**src/rtl/if_fetch_unit.sv**
```systemverilog
// -----------------------------------------------------------------------------
// if_fetch_unit -- instruction fetch stage of the pipelined MIPS CPU.
//
// Owns the PC and issues one word fetch at a time to instruction memory over a
// req/ready + rvalid handshake (wait states allowed, one request in flight).
// Up to two fetched instructions are buffered with their PC+4. The head of the
// buffer feeds the IF/ID register. Branch/jump redirects flush the buffer and
// discard any fetch still in flight.
//
// Optional build macro: IF_PERF_CNT_EN adds the fetch_count/bubble_count
// performance counter outputs.
//
// Ports:
//   clk, rst          clock, synchronous active-high reset
//   stall             downstream is not consuming this cycle
//   branch_taken      one-cycle redirect pulse
//   branch_target     redirect PC (low two bits ignored)
//   imem_req/addr     fetch request and word-aligned byte address
//   imem_ready        memory accepts the request this cycle
//   imem_rvalid/rdata fetch response
//   inst_out/pc4_out  head instruction and its address plus 4
//   inst_valid        inst_out/pc4_out hold a real instruction
//   fetch_count       (IF_PERF_CNT_EN) instructions pushed into the buffer
//   bubble_count      (IF_PERF_CNT_EN) cycles with no instruction and no stall
// -----------------------------------------------------------------------------
module if_fetch_unit #(
   parameter logic [31:0] RESET_PC = 32'h0000_0000,
   parameter logic [31:0] NOP_WORD = 32'h0000_0000
) (
   input  logic        clk,
   input  logic        rst,
   input  logic        stall,
   input  logic        branch_taken,
   input  logic [31:0] branch_target,
   output logic        imem_req,
   output logic [31:0] imem_addr,
   input  logic        imem_ready,
   input  logic        imem_rvalid,
   input  logic [31:0] imem_rdata,
   output logic [31:0] inst_out,
   output logic [31:0] pc4_out,
   output logic        inst_valid
`ifdef IF_PERF_CNT_EN
   ,
   output logic [31:0] fetch_count,
   output logic [31:0] bubble_count
`endif
);

   typedef enum logic [1:0] {S_FETCH, S_WAIT, S_FULL, S_DRAIN} state_t;

   state_t      state;
   logic [31:0] pc;

   // two-entry buffer of {instruction, pc+4}
   logic [31:0] buf_inst [2];
   logic [31:0] buf_pc4  [2];
   logic        rd_ptr;
   logic        wr_ptr;
   logic [1:0]  count;
   logic [1:0]  count_nxt;

   logic        accept;
   logic        pop;
   logic        push;
   logic [31:0] redirect_pc;

   assign inst_valid  = (count != 2'd0);
   assign inst_out    = inst_valid ? buf_inst[rd_ptr] : NOP_WORD;
   assign pc4_out     = inst_valid ? buf_pc4[rd_ptr]  : 32'h0;

   // Gated by rst so the request stays low while reset is held, yet rises in
   // the very first cycle after reset is released.
   assign imem_req    = (state == S_FETCH) && !rst;
   assign imem_addr   = pc;
   assign accept      = imem_req && imem_ready;

   // A redirect flushes the buffer, so neither pop nor push may happen with it.
   assign pop         = inst_valid && !stall && !branch_taken;
   // Only a response to a live request is kept; DRAIN responses are dropped.
   assign push        = (state == S_WAIT) && imem_rvalid && !branch_taken;
   assign count_nxt   = count + {1'b0, push} - {1'b0, pop};
   assign redirect_pc = branch_target & ~32'h3;

   always_ff @(posedge clk) begin
      if (rst) begin
         state  <= S_FETCH;
         pc     <= RESET_PC;
         rd_ptr <= 1'b0;
         wr_ptr <= 1'b0;
         count  <= 2'd0;
      end else if (branch_taken) begin
         pc     <= redirect_pc;
         rd_ptr <= 1'b0;
         wr_ptr <= 1'b0;
         count  <= 2'd0;
         case (state)
            // If the outstanding response lands in the redirect cycle itself
            // it is discarded here and nothing is left to drain.
            S_WAIT,
            S_DRAIN: state <= imem_rvalid ? S_FETCH : S_DRAIN;
            S_FETCH: state <= accept ? S_DRAIN : S_FETCH;
            default: state <= S_FETCH;
         endcase
      end else begin
         if (accept) pc <= pc + 32'd4;
         if (pop)    rd_ptr <= ~rd_ptr;
         if (push)   wr_ptr <= ~wr_ptr;
         count <= count_nxt;
         case (state)
            S_FETCH: if (accept) state <= S_WAIT;
            // Refetch only if a slot will still be free after this push.
            S_WAIT:  if (imem_rvalid) state <= (count_nxt == 2'd2) ? S_FULL : S_FETCH;
            S_FULL:  if (pop) state <= S_FETCH;
            S_DRAIN: if (imem_rvalid) state <= S_FETCH;
            default: state <= S_FETCH;
         endcase
      end
   end

   // In WAIT the PC has already advanced past the outstanding word, so it is
   // exactly that word's pc+4.
   always_ff @(posedge clk) begin
      if (!rst && push) begin
         buf_inst[wr_ptr] <= imem_rdata;
         buf_pc4[wr_ptr]  <= pc;
      end
   end

`ifdef IF_PERF_CNT_EN
   always_ff @(posedge clk) begin
      if (rst) begin
         fetch_count  <= 32'h0;
         bubble_count <= 32'h0;
      end else begin
         if (push)                 fetch_count  <= fetch_count + 32'd1;
         if (!inst_valid && !stall) bubble_count <= bubble_count + 32'd1;
      end
   end
`endif

endmodule

```
**config.mk**
```make
export PLATFORM = sky130hd
export DESIGN_NAME = if_fetch_unit
export DESIGN_NICKNAME = d
export VERILOG_FILES = /design/src/rtl/if_fetch_unit.sv
export SDC_FILE = /design/constraint.sdc
export NUM_CORES = 1
export LEC_CHECK = 0
export CAP_MARGIN = 30
export CORE_UTILIZATION = 30
export CTS_CLUSTER_SIZE = 16
export DETAILED_ROUTE_END_ITERATION = 12
export PLACE_DENSITY = 0.56
export SETUP_SLACK_MARGIN = 0.5
export SKIP_LAST_GASP = 1
export SLEW_MARGIN = 5
export SYNTH_ARGS = -nofsm -noshare
export SYNTH_HDL_FRONTEND = slang
export SYNTH_SLANG_ARGS = --single-unit
```
**constraint.sdc**
```tcl
create_clock -name clk -period 10.2 [get_ports clk]
set_input_delay 3.06 -clock clk [delete_from_list [all_inputs] [get_ports clk]]
set_output_delay 3.06 -clock clk [all_outputs]
set_load 0.01 [all_outputs]
```
==> flow_metrics.tcl, run 1 <==
set metrics [dict create \
    final_cell_area_mm2 0.00924 \
    critPathKind "input port to output pin" \
    power.total_mw 1.43 \
    final.fill_count 2058 \
    grt_setup_unrepaired "no" \
    n_antenna_cell 0 \
    final_common_cell "clkdlybuf4s50_1" \
    worst_pin_slew_ns 0.918 \
    htree_num_levels 4 \
    coreArea_mm2 0.0220 \
    power.density_mw_per_mm2 155 \
    synth_top_family_by_area "simple AND/OR/NAND/NOR gates" \
    synthAdderAreaFrac_pct 0.554 \
    num-nets-final 754 \
    clk_pin_slew_worst_paths_ns 0.06 \
    cts_setup_buffers 0 \
    vdd_drop_max_uv 73.8 \
    cp_common_cell "clkdlybuf4s50_1" \
    clockRootBuffer "clkbuf_16" \
    hold_buffers 0 \
    area_growth_pct 36.3 \
    vias_per_cell 4.69 \
    fp-row-count 54 \
    cp.required_ns 7.14 \
    cts_tree "yes" \
    end_kind "output pin" \
    synth-async-reset-ratio_pct 0 \
    gp_congestion 0.754 \
    synthesis.area_mm2 0.00678 \
    ant_nets 0 \
    synth_ff_type "edfxtp_1" \
    skew_ns 0.0113 \
    synth_edf_count 124 \
    wl_per_cell_um 16.9 \
    status "finished with violations" \
    top_level_ports 168 \
    numCtsBuffers 17 \
    ys_seq_area_share_pct 65.9 \
    antenna_found_initial 0 \
    grt_max_degree 64 \
    slowest_delay_ns 0.50 \
    vias 4570 \
    post_cts_resized 0 \
    setup_viol 0 \
    clk_latency_ns 0.42 \
    fin_setup_tns_ns 0 \
    layout_min_cycle_time_ns 7.58 \
    p_sw_uw 313 \
    dp_hpwl_um 11100 \
    final.period_utilization_pct 74.3 \
    synthMuxAreaShare_pct 9.45 \
    grt_pass1_wl_um 26000 \
    clock-sinks 161 \
    report.final.hold_viol_count 0 \
    critPathLaunchType "input port" \
    io_buffers 161 \
    grt_pass1_vias 4646 \
    grt_usage_pct 14.6 \
    final_cell_mix "clkdlybuf4s50_1 (161), edfxtp_1 (124), nor2_1 (88)" \
    die_w_um 152 \
    synthSimpleGateAreaFrac_pct 13.5 \
    drt-total-wl_um 16400 \
    synth.distinct_cells 44 \
    violations "design-rule violations" \
    combPwrFrac_pct 6.8 \
    yosys.area.top_type "edfxtp_1" \
    slowest_stage "clkdlybuf4s50_1" \
    dieArea_mm2 0.0232 \
    synthTopCellsByArea "edfxtp_1 (55%), dfxtp_1 (11%), mux2i_1 (9.5%)" \
    synthXorXnorAreaFrac_pct 3.88 \
    overflow 0 \
    timing.fmax_mhz 132 \
    synth-compound-area-share_pct 4.19 \
    drt_first_pass_iters 10 \
    die_y_um 152 \
    switching_share_pct 21.8 \
    synth.avg_cell_area_um2 12.9 \
    drtIter0Drc 222 \
    critPathMaxFanout 42 \
    clockBufferDepth 2 \
    drive_gt1_share_pct 7.35 \
    syn_inst 525 \
    p_int_mw 1.12 \
    relSlewSlack_pct 38.8 \
    drcViolationCount 15 \
    worstPathArrival_ns 4.52 \
    start_util_pct 30.9 \
    slew_viol_final 0 \
    p_leak_nw 2.93 \
    min_path_type "flip-flop to flip-flop" \
    drv_cap 0 \
    synth_seq_cells 161 \
    yosys_warnings 0 \
    placed_cell_area_mm2 0.00867 \
    power_frac_clock_pct 41.8 \
    seqPwrFrac_pct 51.3 \
    path_cells "clkdlybuf4s50_1, buf_4, nor3_1, clkdlybuf4s50_1" \
    yosys.area.top_type_share_pct 54.9 \
]
## worst max-delay path: cells and delay by family
kind	cells	cell delay, ns
buffers and inverters	3	1.37
and+or+nand+nor	1	0.09
## cell usage after synthesis (4+ instances only)
master and n:
buf_1 10, mux2i_1 64, xnor2_1 28, nand4_1 6
inv_1 5, o22ai_1 6, and4_1 5, clkbuf_1 17
edfxtp_1 124, nand2_1 22, buf_4 4, and3_1 10
nand3_1 14, nor4_1 4, nor3_1 13, a211oi_1 10
dfxtp_1 37, nor2_1 89, a21oi_1 18
## area by class of cell
type | instances | area (µm²) | share of cell area [%]
clock buffers | 19 | 453 | 4.90
clock inverters | 13 | 111 | 1.21
multi-input cells | 328 | 2170 | 23.5
inverters | 5 | 18.8 | 0.203
repair buffers | 168 | 1660 | 18.0
flip-flops and latches | 161 | 4470 | 48.4
well taps | 280 | 350 | 3.79
## metal layers
layer	vias up	part of all wire (%)	wire (µm)	track usage, %
met4	0	1.3	221	4.71
met3	17	5.2	859	3.44
met5	-	0	0	0
li1	2237	-	-	-
met2	121	48	7890	23.9
met1	2195	45	7480	19.1
## cell families after synthesis
kind of cell | Yosys count
AND/OR/NAND/NOR | 182
flip-flops | 161
multiplexers | 64
AO/OA/AOI/OAI | 45
buffers and inverters | 39
XOR/XNOR | 30
adder cells (fa/ha/maj) | 3
other | 1
## final timing paths
path                                     to  depth (start not counted)  slack (ns)                        from
setup / recovery                   imem_req                          4        2.62                         rst
hold / removal     buf_pc4[1][18]$_DFFE_PP_                          0        0.54  imem_addr[18]$_SDFFE_PP0P_
setup reg to reg  buf_inst[0][30]$_DFFE_PP_                          5        7.74       state[1]$_SDFFE_PP0P_
hold reg to reg    buf_pc4[1][18]$_DFFE_PP_                          0        0.54  imem_addr[18]$_SDFFE_PP0P_
## registers in the layout, summed over array words and instances, names as in the netlist, named ones only
register and flops:
buf_inst 64, buf_pc4 60, imem_addr 30, count 2, state 2, rd_ptr 1, wr_ptr 1
## stage by stage
step	hold slack, ns	instances	util [%]	setup slack [ns]
after detailed placement	0.533	942	39.5	2.62
after floorplan	0.520	528	-	1.58
final	0.541	974	42.1	2.62
after global placement	0.528	941	39.5	2.62
after global routing	0.555	974	42.1	2.52
after CTS	0.542	974	42.1	2.61
## power groups by stage
stage	clock [mW]	combinational, mW	sequential [mW]
floorplan	0	0.0386	0.748
global placement	0	0.0965	0.750
detailed placement	0	0.0980	0.751
CTS	0.615	0.0987	0.736
global route	0.643	0.106	0.738
finish	0.600	0.0976	0.736
Note: power is estimated with default switching activity, not from simulation.
==> run 2, diff against run 1 <==
Clock period 10.2 ns to 7.4 ns, I/O delays scaled along.
==> run 2 against run 1 <==
Compared with the run above: the run still ends with design-rule violations left; die area stayed put; clock-buffer cell count shrank 2; routed wire length decreased by 0.87%; register-to-register slack worse by 2.9 ns; via count up 0.61%; power is 37% higher; core utilization about the same.
==> flow_metrics.tcl, run 2 (synthesis results as in run 1) <==
set metrics [dict create \
    num-nets-final 752 \
    rr_startpoint "state[1]$_SDFFE_PP0P_" \
    hold_depth 0 \
    grt_max_degree 63 \
    violations "design-rule violations" \
    hp-start "imem_addr[28]$_SDFFE_PP0P_" \
    overflow 0 \
    report.final.hold_viol_count 0 \
    dieArea_mm2 0.0232 \
    skew_ns 0.00695 \
    slowest_delay_ns 0.66 \
    slowest_stage "buf_2" \
    post_cts_resized 0 \
    grt_pass1_wl_um 26000 \
    drt-total-wl_um 16300 \
    wl_per_cell_um 16.8 \
    grt_usage_pct 14.7 \
    final_cell_mix "clkdlybuf4s50_1 (160), edfxtp_1 (124), nor2_1 (88)" \
    seqPwrFrac_pct 51.8 \
    htree_num_levels 4 \
    power_frac_clock_pct 41.4 \
    path_delay_family "buffers and inverters" \
    die_w_um 152 \
    vias 4598 \
    gp_congestion 0.728 \
    final.period_utilization_pct 77.4 \
    slew_viol_final 0 \
    clock-sinks 161 \
    combPwrFrac_pct 6.8 \
    drv_cap 0 \
    critPathMaxFanout 42 \
    p_leak_nw 2.93 \
    setup_viol 0 \
    grt_pass1_vias 4593 \
    dp_hpwl_um 11000 \
    worstPathArrival_ns 3.51 \
    vdd_drop_max_uv 96.5 \
    layout_min_cycle_time_ns 5.73 \
    start_util_pct 30.9 \
    cts_setup_buffers 0 \
    cp_num_buf_inv 2 \
    p_sw_uw 456 \
    largest_reg_flops 64 \
    fin_setup_tns_ns 0 \
    hold_end "buf_pc4[1][28]$_DFFE_PP_" \
    pre_cts_slack_ns 1.67 \
    r2r_end "state[1]$_SDFFE_PP0P_" \
    critPathKind "input port to output pin" \
    area_growth_pct 36.3 \
    path_cells "buf_2, nor3_1, clkdlybuf4s50_1" \
    cts_tree "yes" \
    end_kind "output pin" \
    drive_gt1_share_pct 7.37 \
    drt_first_pass_iters 8 \
    status "finished with violations" \
    numCtsBuffers 17 \
    power.density_mw_per_mm2 212 \
    final_common_cell "clkdlybuf4s50_1" \
    reg2regPathDepth 10 \
    clk_latency_ns 0.42 \
    cp.required_ns 5.18 \
    drcViolationCount 14 \
    switching_share_pct 23.2 \
    io_buffers 161 \
    antenna_found_initial 1 \
    grt_setup_unrepaired "no" \
    ant_nets 0 \
    worst_pin_slew_ns 0.927 \
    top_level_ports 168 \
    drtIter0Drc 292 \
    clockBufferDepth 2 \
    timing.fmax_mhz 175 \
    clk_pin_slew_worst_paths_ns 0.07 \
    die_y_um 152 \
    relSlewSlack_pct 38.2 \
    regMostFlops "buf_inst" \
    min_path_type "flip-flop to flip-flop" \
    fp-row-count 54 \
    clockRootBuffer "clkbuf_16" \
    coreArea_mm2 0.0220 \
    hold_buffers 0 \
    vias_per_cell 4.73 \
    p_int_mw 1.50 \
    r2r_slack_ns 4.83 \
    critPathLaunchType "input port" \
    utilization_pct 42.1 \
    setup_ws_ns 1.67 \
]
==> run 2: worst max-delay path by stage <==
stage                      start                        to  slack (ns)  cells after the start
finish                       rst                  imem_req        1.67                      3
global route                 rst                  imem_req        1.55                      3
CTS                          rst                  imem_req        1.66                      3
detailed placement           rst                  imem_req        1.67                      3
global placement             rst                  imem_req        1.68                      3
floorplan           branch_taken  buf_inst[1][0]$_DFFE_PP_        1.81                      4
==> run 2: cell type report <==
class                   count  area, µm²
well taps                 280        350
clock inverters            15        125
multi-input cells         328       2180
repair buffers            166       1660
diodes                      1       2.50
fillers                  2065      12700
clock buffers              17        425
inverters                   5       18.8
flip-flops and latches    161       4470
==> run 2: metal layers <==
| layer | GRT usage, % | routed length, µm | vias up |
|---|---|---|---|
| li1 | - | - | 2232 |
| met1 | 19.4 | 7430 | 2227 |
| met2 | 23.3 | 7790 | 120 |
| met3 | 3.36 | 792 | 19 |
| met4 | 5.69 | 297 | 0 |
| met5 | 0 | 0 | - |
==> run 2: power by group through the flow <==
stage	Sequential, mW	Clock, mW	Combinational (mW)
global placement	1.03	0	0.133
floorplan	1.03	0	0.0535
CTS	1.02	0.833	0.136
global route	1.02	0.876	0.145
detailed placement	1.03	0	0.135
finish	1.02	0.811	0.134
==> run 2: stage by stage <==
step / hold WS, ns / cells / total power, mW / instance area [µm²]
final: 0.532 / 973 / 1.96 / 9240
after detailed placement: 0.525 / 940 / 1.17 / 8680
after global routing: 0.557 / 973 / 2.04 / 9240
after global placement: 0.523 / 939 / 1.17 / 8660
after CTS: 0.542 / 972 / 1.98 / 9230
after floorplan: 0.520 / 528 / 1.08 / 6800
==> run 3, diff against run 2 <==
Clock period 7.4 ns to 5.3 ns, I/O delays scaled along.
==> run 3 against run 2 <==
Compared with the run above: the flow still finishes with violations (design-rule violations); flip-flop and latch count unchanged; hold slack better by 0.0066 ns; highest routed layer unchanged; critical path depth increased by 1; combinational power is 41% higher; sequential share of layout area decreased by 0.50 points; critical path type is now flip-flop to output pin; largest cell class unchanged; final area grew 1.0%; non-clock buffer count up 5; clock-buffer cell count rose by 4.
==> flow_metrics.tcl, run 3 (synthesis results as in run 1) <==
set metrics [dict create \
    status "finished with violations" \
    violations "design-rule violations" \
    grt_pass1_vias 4693 \
    relSlewSlack_pct 38.6 \
    drt_first_pass_iters 8 \
    drt-total-wl_um 16400 \
    path_cells "buf_4, mux2i_1, nor2_1, clkdlybuf4s50_1" \
    ant_nets 0 \
    critPathLaunchType "flip-flop" \
    clock-sinks 161 \
    post_cts_resized 0 \
    dp_hpwl_um 11200 \
    hold_depth 0 \
    power.density_mw_per_mm2 309 \
    cp.required_ns 3.71 \
    numCtsBuffers 17 \
    slowest_stage "dfxtp_4" \
    wl_per_cell_um 16.8 \
    regMostFlops "buf_inst" \
    drive_gt1_share_pct 7.17 \
    cts_setup_buffers 0 \
    area_growth_pct 37.7 \
    fp-row-count 54 \
    n_antenna_cell 0 \
    p_leak_nw 2.99 \
    setup_viol 0 \
    htree_num_levels 4 \
    grt_setup_unrepaired "no" \
    path_delay_family "buffers and inverters" \
    timing.fmax_mhz 250 \
    antenna_found_initial 0 \
    die_y_um 152 \
    final_common_cell "clkdlybuf4s50_1" \
    drtIter0Drc 253 \
    final_cell_mix "clkdlybuf4s50_1 (160), edfxtp_1 (124), nor2_1 (88)" \
    critPathKind "flip-flop to output pin" \
    overflow 0 \
    skew_ns 0.00805 \
    coreArea_mm2 0.0220 \
    clk_latency_ns 0.41 \
    critPathMaxFanout 36 \
    reg2regPathDepth 10 \
    hold_end "buf_pc4[0][18]$_DFFE_PP_" \
    gp_congestion 0.773 \
    rr_startpoint "count[1]$_SDFF_PP0_" \
    slowest_delay_ns 0.78 \
    r2r_end "state[1]$_SDFFE_PP0P_" \
    cp_num_buf_inv 2 \
    slew_viol_final 0 \
    fin_setup_tns_ns 0 \
    final.period_utilization_pct 75.4 \
    drv_cap 0 \
    vias 4551 \
    hold_buffers 0 \
    end_kind "output pin" \
    grt_usage_pct 14.7 \
    clk_pin_slew_worst_paths_ns 0.06 \
    largest_reg_flops 64 \
    layout_min_cycle_time_ns 3.99 \
    grt_pass1_wl_um 26400 \
    cts_tree "yes" \
    drcViolationCount 15 \
    num-nets-final 757 \
    worst_pin_slew_ns 0.921 \
    die_w_um 152 \
    clockRootBuffer "clkbuf_16" \
    utilization_pct 42.5 \
    r2r_slack_ns 2.81 \
    start_util_pct 30.9 \
    placed_cell_area_mm2 0.00872 \
    final_cell_area_mm2 0.00933 \
    dieArea_mm2 0.0232 \
    grt_max_degree 63 \
    report.final.hold_viol_count 0 \
    power.total_mw 2.88 \
    final.fill_count 2060 \
    hp-start "imem_addr[18]$_SDFFE_PP0P_" \
    worstPathArrival_ns 2.40 \
    clockBufferDepth 2 \
    min_path_type "flip-flop to flip-flop" \
    top_level_ports 168 \
    io_buffers 161 \
    vias_per_cell 4.66 \
    vdd_drop_max_uv 149 \
]
## run 3: cell count changes in the layout (fill, tap and decap cells not counted), moves of 2 or more
cell / before / now
inv_8: 2 / 0
clkinv_1: 0 / 3
inv_6: 5 / 1
clkbuf_1: 0 / 3
buf_4: 4 / 9
clkinv_4: 3 / 1
bufinv_16: 0 / 4
clkinvlp_4: 3 / 1
## run 3: worst max path at each step
stage	startpoint	end	slack, ns	depth (start not counted)
detailed placement	imem_ready	imem_addr[19]$_SDFFE_PP0P_	1.27	5
global placement	branch_taken	state[1]$_SDFFE_PP0P_	1.30	11
floorplan	branch_taken	buf_inst[1][0]$_DFFE_PP_	1.13	4
CTS	flip-flop	inst_out[23]	1.23	4
finish	flip-flop	inst_out[23]	1.31	4
global route	flip-flop	inst_out[11]	1.15	4
## run 3: final cells by class
class	count	area, µm²	share of cell area [%]
sequential	161	4470	47.9
multi-input combinational	328	2180	23.4
timing repair buffer	171	1700	18.2
clock buffer	21	450	4.83
tap	280	350	3.75
clock inverter	11	161	1.73
inverter	5	18.8	0.201
## run 3: per-stage QoR
stage               instances  hold slack [ns]  setup slack [ns]
floorplan                 528            0.520              1.13
global placement          944            0.528              1.30
detailed placement        945            0.524              1.27
CTS                       977            0.541              1.23
global route              977            0.551              1.15
finish                    977            0.539              1.31
## run 3: where the power goes
group | total [mW] | switching, mW | internal [mW]
combinational | 0.189 | 0.0802 | 0.108
clock | 1.27 | 0.476 | 0.798
sequential | 1.42 | 0.0351 | 1.38
total | 2.88 | 0.591 | 2.29
## run 3: metal layers
layer / track usage [%] / routed length, µm / vias to the layer above
met3: 3.44 / 771 / 7
met5: 0 / 0 / -
met4: 3.98 / 80 / 0
met1: 19.6 / 7580 / 2182
li1: - / - / 2239
met2: 23.9 / 8020 / 123
